`config.mk`:
```
export PLATFORM = sky130hd
export DESIGN_NAME = pipe_fetch
export DESIGN_NICKNAME = d
export VERILOG_FILES = /design/src/rtl/pipe_fetch.sv
export SDC_FILE = /design/constraint.sdc
export NUM_CORES = 1
export LEC_CHECK = 0
export BUFFER_PORTS_ARGS = -buffer_cell sky130_fd_sc_hd__clkbuf_2
export CAP_MARGIN = 20
export CORE_AREA = 2 2 191 193
export CTS_CLUSTER_DIAMETER = 80
export CTS_CLUSTER_SIZE = 14
export DETAILED_ROUTE_END_ITERATION = 6
export DIE_AREA = 0 0 193 195
export GPL_TIMING_DRIVEN = 1
export SLEW_MARGIN = 0
export SYNTH_ARGS = -nofsm -noshare
export SYNTH_HDL_FRONTEND = slang
export SYNTH_SLANG_ARGS = --single-unit
export TNS_END_PERCENT = 50
```
`constraint.sdc`:
```
create_clock -name Clk -period 7.1 [get_ports Clk]
set_input_delay 2.13 -clock Clk [delete_from_list [all_inputs] [get_ports Clk]]
set_output_delay 2.13 -clock Clk [all_outputs]
set_load 0.02 [all_outputs]
```
`src/rtl/pipe_fetch.sv`:
```
// Fetch stage of the pipelined Y86-64 processor.
// Selects the fetch PC (predicted, mispredict correction, or ret return address),
// splits and aligns the instruction bytes, computes valP and the next predicted PC,
// and loads the F (predPC) and D pipeline registers under stall/bubble control.
module pipe_fetch #(
  parameter logic [63:0] RESET_PC = 64'h0
) (
  input  logic        Clk,
  input  logic        Reset,
  input  logic        F_stall,
  input  logic        D_stall,
  input  logic        D_bubble,
  input  logic [3:0]  M_icode,
  input  logic        M_Cnd,
  input  logic [63:0] M_valA,
  input  logic [3:0]  W_icode,
  input  logic [63:0] W_valM,
  output logic [63:0] imem_addr,
  input  logic [79:0] imem_bytes,
  input  logic        imem_error,
  output logic [63:0] F_predPC,
  output logic [2:0]  D_stat,
  output logic [3:0]  D_icode,
  output logic [3:0]  D_ifun,
  output logic [3:0]  D_rA,
  output logic [3:0]  D_rB,
  output logic [63:0] D_valC,
  output logic [63:0] D_valP
);

  // Status codes
  localparam logic [2:0] StatAok = 3'd1;
  localparam logic [2:0] StatHlt = 3'd2;
  localparam logic [2:0] StatAdr = 3'd3;
  localparam logic [2:0] StatIns = 3'd4;

  // Instruction codes referenced by the fetch logic
  localparam logic [3:0] IHalt   = 4'h0;
  localparam logic [3:0] INop    = 4'h1;
  localparam logic [3:0] IRrmovq = 4'h2;
  localparam logic [3:0] IIrmovq = 4'h3;
  localparam logic [3:0] IRmmovq = 4'h4;
  localparam logic [3:0] IMrmovq = 4'h5;
  localparam logic [3:0] IOpq    = 4'h6;
  localparam logic [3:0] IJxx    = 4'h7;
  localparam logic [3:0] ICall   = 4'h8;
  localparam logic [3:0] IRet    = 4'h9;
  localparam logic [3:0] IPushq  = 4'hA;
  localparam logic [3:0] IPopq   = 4'hB;

  localparam logic [3:0] RNone = 4'hF;

  logic [63:0] f_pc;
  logic [3:0]  f_icode;
  logic [3:0]  f_ifun;
  logic [3:0]  f_ra;
  logic [3:0]  f_rb;
  logic [63:0] f_valc;
  logic [63:0] f_valp;
  logic [2:0]  f_stat;
  logic [63:0] f_predpc;
  logic        instr_valid;
  logic        need_regids;
  logic        need_valc;

  // PC select: a not-taken jump in M has priority over a ret in W
  always_comb begin
    if (M_icode == IJxx && !M_Cnd) begin
      f_pc = M_valA;
    end else if (W_icode == IRet) begin
      f_pc = W_valM;
    end else begin
      f_pc = F_predPC;
    end
  end

  assign imem_addr = f_pc;

  // Split byte 0; an address fault turns the fetch into a nop-shaped instruction
  always_comb begin
    if (imem_error) begin
      f_icode = INop;
      f_ifun  = 4'h0;
    end else begin
      f_icode = imem_bytes[7:4];
      f_ifun  = imem_bytes[3:0];
    end
  end

  // Decode which optional fields the instruction carries
  always_comb begin
    instr_valid = (f_icode <= IPopq);
    need_regids = 1'b0;
    need_valc   = 1'b0;
    unique case (f_icode)
      IRrmovq, IOpq, IPushq, IPopq: need_regids = 1'b1;
      IIrmovq, IRmmovq, IMrmovq: begin
        need_regids = 1'b1;
        need_valc   = 1'b1;
      end
      IJxx, ICall: need_valc = 1'b1;
      default: begin
        need_regids = 1'b0;
        need_valc   = 1'b0;
      end
    endcase
  end

  // Align register specifiers and the 8-byte little-endian constant
  always_comb begin
    if (need_regids) begin
      f_ra = imem_bytes[15:12];
      f_rb = imem_bytes[11:8];
    end else begin
      f_ra = RNone;
      f_rb = RNone;
    end
    if (!need_valc) begin
      f_valc = 64'h0;
    end else if (need_regids) begin
      f_valc = imem_bytes[79:16];
    end else begin
      f_valc = imem_bytes[71:8];
    end
  end

  // Fall-through PC; wraps silently modulo 2^64
  always_comb begin
    f_valp = f_pc + 64'd1 + {63'd0, need_regids} + (need_valc ? 64'd8 : 64'd0);
  end

  // Status, first match wins
  always_comb begin
    if (imem_error) begin
      f_stat = StatAdr;
    end else if (!instr_valid) begin
      f_stat = StatIns;
    end else if (f_icode == IHalt) begin
      f_stat = StatHlt;
    end else begin
      f_stat = StatAok;
    end
  end

  // Predict taken for jumps and calls; ret predicts valP and is corrected from W
  always_comb begin
    if (f_icode == IJxx || f_icode == ICall) begin
      f_predpc = f_valc;
    end else begin
      f_predpc = f_valp;
    end
  end

  // F register: reset, hold on stall, else take the prediction
  always_ff @(posedge Clk) begin
    if (Reset) begin
      F_predPC <= RESET_PC;
    end else if (!F_stall) begin
      F_predPC <= f_predpc;
    end
  end

  // D register: reset and bubble both load a nop; bubble beats stall
  always_ff @(posedge Clk) begin
    if (Reset || D_bubble) begin
      D_stat  <= StatAok;
      D_icode <= INop;
      D_ifun  <= 4'h0;
      D_rA    <= RNone;
      D_rB    <= RNone;
      D_valC  <= 64'h0;
      D_valP  <= 64'h0;
    end else if (!D_stall) begin
      D_stat  <= f_stat;
      D_icode <= f_icode;
      D_ifun  <= f_ifun;
      D_rA    <= f_ra;
      D_rB    <= f_rb;
      D_valC  <= f_valc;
      D_valP  <= f_valp;
    end
  end

endmodule

```
==> results.yml, run 1 <==
timing:
  setup_tns_ps: 0
  fmax_mhz: 154.5
  fin_skew_ps: 15.14
  slew_violations: 0
  fin_crit_ps: 6473
  rsz0062_at_grt: "no"
  fin_crit_sh_pct: 91.18
  setup_viol: 0
  tightest_slew_ps: 1119
  slew-limit-headroom_pct: 25.40
  final_hold_viol_count: 0
logic_synthesis:
  netlist_top_cells_area: "dfxtp_1 (34%), mux2i_1 (8.4%), nand2_1 (7.6%)"
  synth_nets: 1902
  synth_commonest_cells: "nand2_1 (250), nor2_1 (244), dfxtp_1 (211)"
  netlist_instances: 1676
  synth.most_common_cell: "nand2_1"
  yosysSeqAreaShare_pct: 34.22
  yosysUniqueCellTypes: 77
  synth_area_um2: 12350
  async_reset_ff_share_pct: 0
  syn_avg_cell_area_um2: 7.366
  synth-xor-area-share_pct: 4.399
  synth_fa_ha_area_share_pct: 0.3040
  synth-compound-area-share_pct: 19.54
  synth-edff-count: 0
  synth.top_cell.area_share_pct: 34.22
  synth-main-ff-cell: "dfxtp_1"
  synth_seq_cells: 211
  synth_top_cell_by_area: "dfxtp_1"
  synth.mux.area_fraction_pct: 9.294
  yosysWarnings: 0
  synthSimpleGateAreaFrac_pct: 26.66
  synth_top_family_by_area: "simple AND/OR/NAND/NOR gates"
cts:
  cts_buffer_depth: 3
  clkSinkCount: 211
  cts_tree: "done"
  clkLatencyLatePin_ps: 520
  htreeDepth: 1
  post-cts-setup-buffers: 0
  cts_inserted_buffers: 20
  ctsHoldBuffers: 0
  cts_resized: 0
  cts-root-buf: "clkbuf_16"
  path_clk_slew_ps: 70
pwr:
  total_power_mw: 2.889
  p_per_area_nw_per_um2: 183.9
  vdd_drop_max_mv: 0.1538
  leakagePower_nw: 7.065
grt:
  grt_max_degree: 93
  antenna_found_initial: 1
  overflow: 0
  grt_pass1_wl_mm: 88.02
  grt_pass1_vias: 13560
  track_usage_pct: 31.22
detailed_routing:
  totalWireLength_mm: 61.97
  via_per_inst: 5.595
  first_iter_violations: 1048
  wl_per_cell_um: 24.32
  num_vias: 14260
  firstDrtPassIters: 5
  drc: 0
  antenna_left: 0
final_layout:
  final_core_util_pct: 44.38
  drive_gt1_share_pct: 28.86
  syn_to_final_growth_pct: 27.25
  design_area_um2: 15710
  nFillCells: 3791
  nNetsFinal: 2309
floorplanning:
  rows: 69
  die_x_um: 193
  io_pins: 498
  start_util_pct: 34.88
  die_h_um: 195
  core_um2: 35400
  die-area_um2: 37640
placed_design:
  dpl.hpwl_mm: 48.22
  finalWeightedCongestion: 0.9342
  port_buffers: 497
  dpl-instance-area_um2: 15120
critical_path:
  critical_path_depth: 7
  slowest_stage: "a31oi_1"
  worst_setup_path_end_kind: "primary output"
  critPathRequiredTime_ps: 4970
  crit_start: "M_Cnd"
  arrival_ps: 4340
  path_class: "in2out"
  critPathMostFrequentCell: "clkbuf_2"
  critPathTopFamily: "buffers and inverters"
  r2r_slack_ps: 3700
  rr_startpoint: "F_predPC[0]"
  crit_path_start_kind: "input port"
  crit_chain: "clkbuf_2 > inv_2 > nand2_4 > buf_12 > nor2_1 > a31oi_1 > clkbuf_2"
  max_stage_delay_ps: 460
  path_buf_inv: 4
  path_max_fanout: 40
  r2r_cells: 14
worst_hold_path:
  hold_path_class: "reg2reg"
  worstHoldStart: "D_valP[25]"
  holdPathStages: 2
job:
  drv_cap: 0
outcome:
  status: "complete, no violations"
## stage by stage
stage          std cells  worst slack, ps  hold slack [ps]
2_1_floorplan       1676            550.3            536.9
3_3_place_gp        2522            730.4            452.0
3_5_place_dp        2522            681.0            455.9
4_1_cts             2547            677.2            466.5
5_1_grt             2548            542.3            490.1
6_report            2548            626.5            465.5
## cell usage in the layout (no fill, tap or decap), drive strengths merged, types with 9 or more instances in the layout
cell type,n
clkbuf,517
nand2,251
nor2,247
dfxtp,211
a21oi,152
nor3,105
mux2i,103
o21ai,88
a31oi,47
nand3,44
xnor2,42
buf,29
inv,28
o211ai,26
xor2,20
nand4,19
a21o,17
nor4,16
a211oi,11
o32ai,10
mux2,10
and3,9
## power by group
group          total, mW  switching, mW  internal (mW)
logic              0.591          0.402          0.189
clock network       1.05          0.482          0.568
registers           1.25         0.0368           1.21
total               2.89          0.920           1.97
## per-layer routing
metal | up-vias | share of wire, % | GRT usage [%]
li1 | 6696 | - | -
met1 | 6776 | 39 | 36.82
met2 | 649 | 49 | 54.39
met3 | 136 | 7.0 | 5.392
met4 | 0 | 5.7 | 14.98
met5 | - | 0 | 0
## flip-flops by register name, indices dropped and copies added, names as in the netlist
| signal | flops |
|---|---|
| D_icode | 4 |
| D_ifun | 4 |
| D_valP | 64 |
| D_stat | 3 |
| D_rB | 4 |
| F_predPC | 64 |
| D_valC | 64 |
| D_rA | 4 |
## cells by family after synthesis
logic type,after synthesis
fa+ha+maj,3
mux,113
buf+inv,166
simple gates,725
compound gates,396
xor+xnor,62
flops,211
## worst register-to-register path, stage by stage (launching register included)
cell	delay (ps)
dfxtp_1	400
mux2i_1	100
o21ai_0	230
inv_1	80
ha_1	240
inv_1	90
ha_1	210
o311ai_0	150
a21oi_1	230
o211a_1	240
nand4_4	260
or3_1	490
xnor2_1	300
o211ai_1	130
a21oi_1	180
## path summary, 6_finish.rpt
kind | to
min reg2reg | D_valP[25]
min | D_valP[25]
max | imem_addr[51]
max reg2reg | F_predPC[48]
## area by class of cell
cell class                 instances  area, µm²  share of cell area, %
multi-input combinational       1299       7496                  47.71
sequential                       211       4224                  26.89
timing repair buffer             525       2729                  17.37
tap                              461      576.8                  3.672
clock buffer                      21      525.5                  3.345
inverter                          26      97.59                 0.6212
clock inverter                     4      58.81                 0.3743
antenna                            1      2.502                0.01593
Note: power is estimated with default switching activity, not from simulation.
==> inputs of run 2 (changes only) <==
- CELL_PAD_IN_SITES_DETAIL_PLACEMENT: not set -> 0
- CELL_PAD_IN_SITES_GLOBAL_PLACEMENT: not set -> 2
- CORE_AREA: 2 2 191 193 -> not set
- CORE_MARGIN: not set -> 2
- CORE_UTILIZATION: not set -> 26
- DIE_AREA: 0 0 193 195 -> not set
- PLACE_DENSITY_LB_ADDON: not set -> 0.25
==> run 2 against run 1 <==
Net effect: core utilization fell by 10 points; register-to-register slack got worse by 90 ps; critical path depth fell by 1; cell count rose by 6.1%; combinational power rose by 1%; sequential power barely moved; power rose by 0.92%; maximum frequency rose by 2.0%; critical path type unchanged.
==> results.yml, run 2 (synthesized netlist as in run 1, its figures left out) <==
detailed_routing:
  totalWireLength_mm: 66.16
  first_iter_violations: 1083
  antenna_left: 0
  firstDrtPassIters: 5
  via_per_inst: 5.197
  drc: 0
  wl_per_cell_um: 24.47
  num_vias: 14050
job:
  drv_cap: 0
placed_design:
  dpl-instance-area_um2: 15340
  finalWeightedCongestion: 0.8828
  post-place-ws_ps: 753.6
  dpl.hpwl_mm: 51.91
  port_buffers: 497
cts:
  cts_resized: 0
  ctsHoldBuffers: 0
  clkLatencyLatePin_ps: 530
  path_clk_slew_ps: 70
  cts_tree: "done"
  clkSinkCount: 211
  cts_inserted_buffers: 21
  post-cts-setup-buffers: 0
  cts-root-buf: "clkbuf_16"
  cts_buffer_depth: 3
  htreeDepth: 1
critical_path:
  critPathMostFrequentCell: "clkbuf_2"
  path_buf_inv: 3
  path_class: "in2out"
  r2r_cells: 14
  crit_start: "W_icode[2]"
  critPathRequiredTime_ps: 4970
  rr_endpoint: "D_valP[46]"
  rr_startpoint: "F_predPC[0]"
  crit_path_start_kind: "input port"
  slowest_stage: "and4bb_4"
  max_stage_delay_ps: 820
  critPathTopFamily: "multiplexers"
  arrival_ps: 4210
  path_max_fanout: 42
  crit_chain: "clkbuf_2 > and4bb_4 > mux2_2 > mux2i_1 > inv_1 > clkbuf_2"
  critical_path_depth: 6
  r2r_slack_ps: 3610
  worst_setup_path_end_kind: "primary output"
  endpoint: "imem_addr[16]"
pwr:
  sequentialPowerShare_pct: 42.8
  power.switching_mw: 0.9606
  internal_power_mw: 1.955
  p_clk_share_pct: 36.7
  leakagePower_nw: 7.106
  p_per_area_nw_per_um2: 182.6
  vdd_drop_max_mv: 0.1630
  total_power_mw: 2.915
  share_comb_of_total_power_pct: 20.5
  swShare_pct: 32.95
floorplanning:
  die-area_um2: 49240
  start_util_pct: 26.41
  die_h_um: 221.9
  rows: 79
  io_pins: 498
  core_um2: 46750
  die_x_um: 221.9
grt:
  grt_pass1_wl_mm: 94.32
  grt_pass1_vias: 13740
  antenna_found_initial: 1
  grt_max_degree: 94
  overflow: 0
  track_usage_pct: 25.71
final_layout:
  nFillCells: 5127
  drive_gt1_share_pct: 29.15
  nNetsFinal: 2317
  syn_to_final_growth_pct: 29.33
  design_area_um2: 15970
  top_regs: "D_valC (64), D_valP (64), F_predPC (64)"
  layout.cells.most_common: "clkbuf_2"
  final_cell_mix: "clkbuf_2 (496), nand2_1 (250), nor2_1 (242)"
timing:
  rsz0062_at_grt: "no"
  setup_tns_ps: 0
  fin_skew_ps: 23.48
  slew_violations: 0
  fin_crit_ps: 6344
  final_hold_viol_count: 0
  finalWorstSetupSlack_ps: 755.7
  slew-limit-headroom_pct: 30.40
  fin_crit_sh_pct: 89.36
  setup_viol: 0
  fmax_mhz: 157.6
  tightest_slew_ps: 1044
  holdWs_ps: 464.1
worst_hold_path:
  hold_path_class: "reg2reg"
  worstHoldStart: "D_valP[30]"
outcome:
  status: "complete, no violations"
## run 2: cell types whose count changed in the layout (fill, tap and decap cells not counted)
cell,previous run,this run
bufinv_16,1,0
buf_4,26,32
clkbuf_8,0,1
buf_12,2,3
clkbuf_1,0,1
inv_6,2,1
clkinv_2,0,1
clkinv_4,0,1
clkinv_8,0,1
## run 2: worst min path at each step
stage | to | slack, ps | depth (start not counted)
floorplan | D_valP[46] | 540 | 2
global placement | D_valP[5] | 450 | 2
detailed placement | D_valP[18] | 460 | 2
CTS | D_valP[18] | 460 | 2
global route | D_valP[30] | 480 | 2
finish | D_valP[30] | 460 | 2
## run 2: tightest hold or removal path: stages (launching register included)
cell and delay (ps):
dfxtp_1 310, nand2_1 60, a21oi_1 50
## run 2: area by class of cell
class | instances | area [µm²] | area share, %
Antenna cell | 1 | 2.502 | 0.01567
Sequential cell | 211 | 4224 | 26.46
Multi-Input combinational cell | 1299 | 7496 | 46.95
Clock inverter | 5 | 50.05 | 0.3135
Clock buffer | 23 | 543.0 | 3.401
Inverter | 26 | 97.59 | 0.6112
Timing Repair Buffer | 532 | 2794 | 17.50
Tap cell | 607 | 759.5 | 4.757
## run 2: power by group through the flow
stage | combinational (mW) | sequential, mW | clock [mW]
final | 0.599 | 1.25 | 1.07
after detailed placement | 0.603 | 1.27 | 0
after global placement | 0.603 | 1.27 | 0
after floorplan | 0.296 | 1.29 | 0
after CTS | 0.605 | 1.25 | 1.10
after global routing | 0.644 | 1.25 | 1.12
## run 2: per-layer routing
| metal | GRT usage [%] | share of wire, % | vias up |
|---|---|---|---|
| li1 | - | - | 6722 |
| met1 | 29.29 | 39 | 6806 |
| met2 | 48.07 | 53 | 443 |
| met3 | 4.532 | 5.2 | 81 |
| met4 | 8.609 | 3.5 | 0 |
| met5 | 0 | 0 | - |
## run 2: metrics by stage
stage          cells  util [%]
2_1_floorplan   1676         -
6_report        2704     34.15
5_1_grt         2704     34.15
4_1_cts         2701     34.09
3_5_place_dp    2673     32.82
3_3_place_gp    2673     32.82
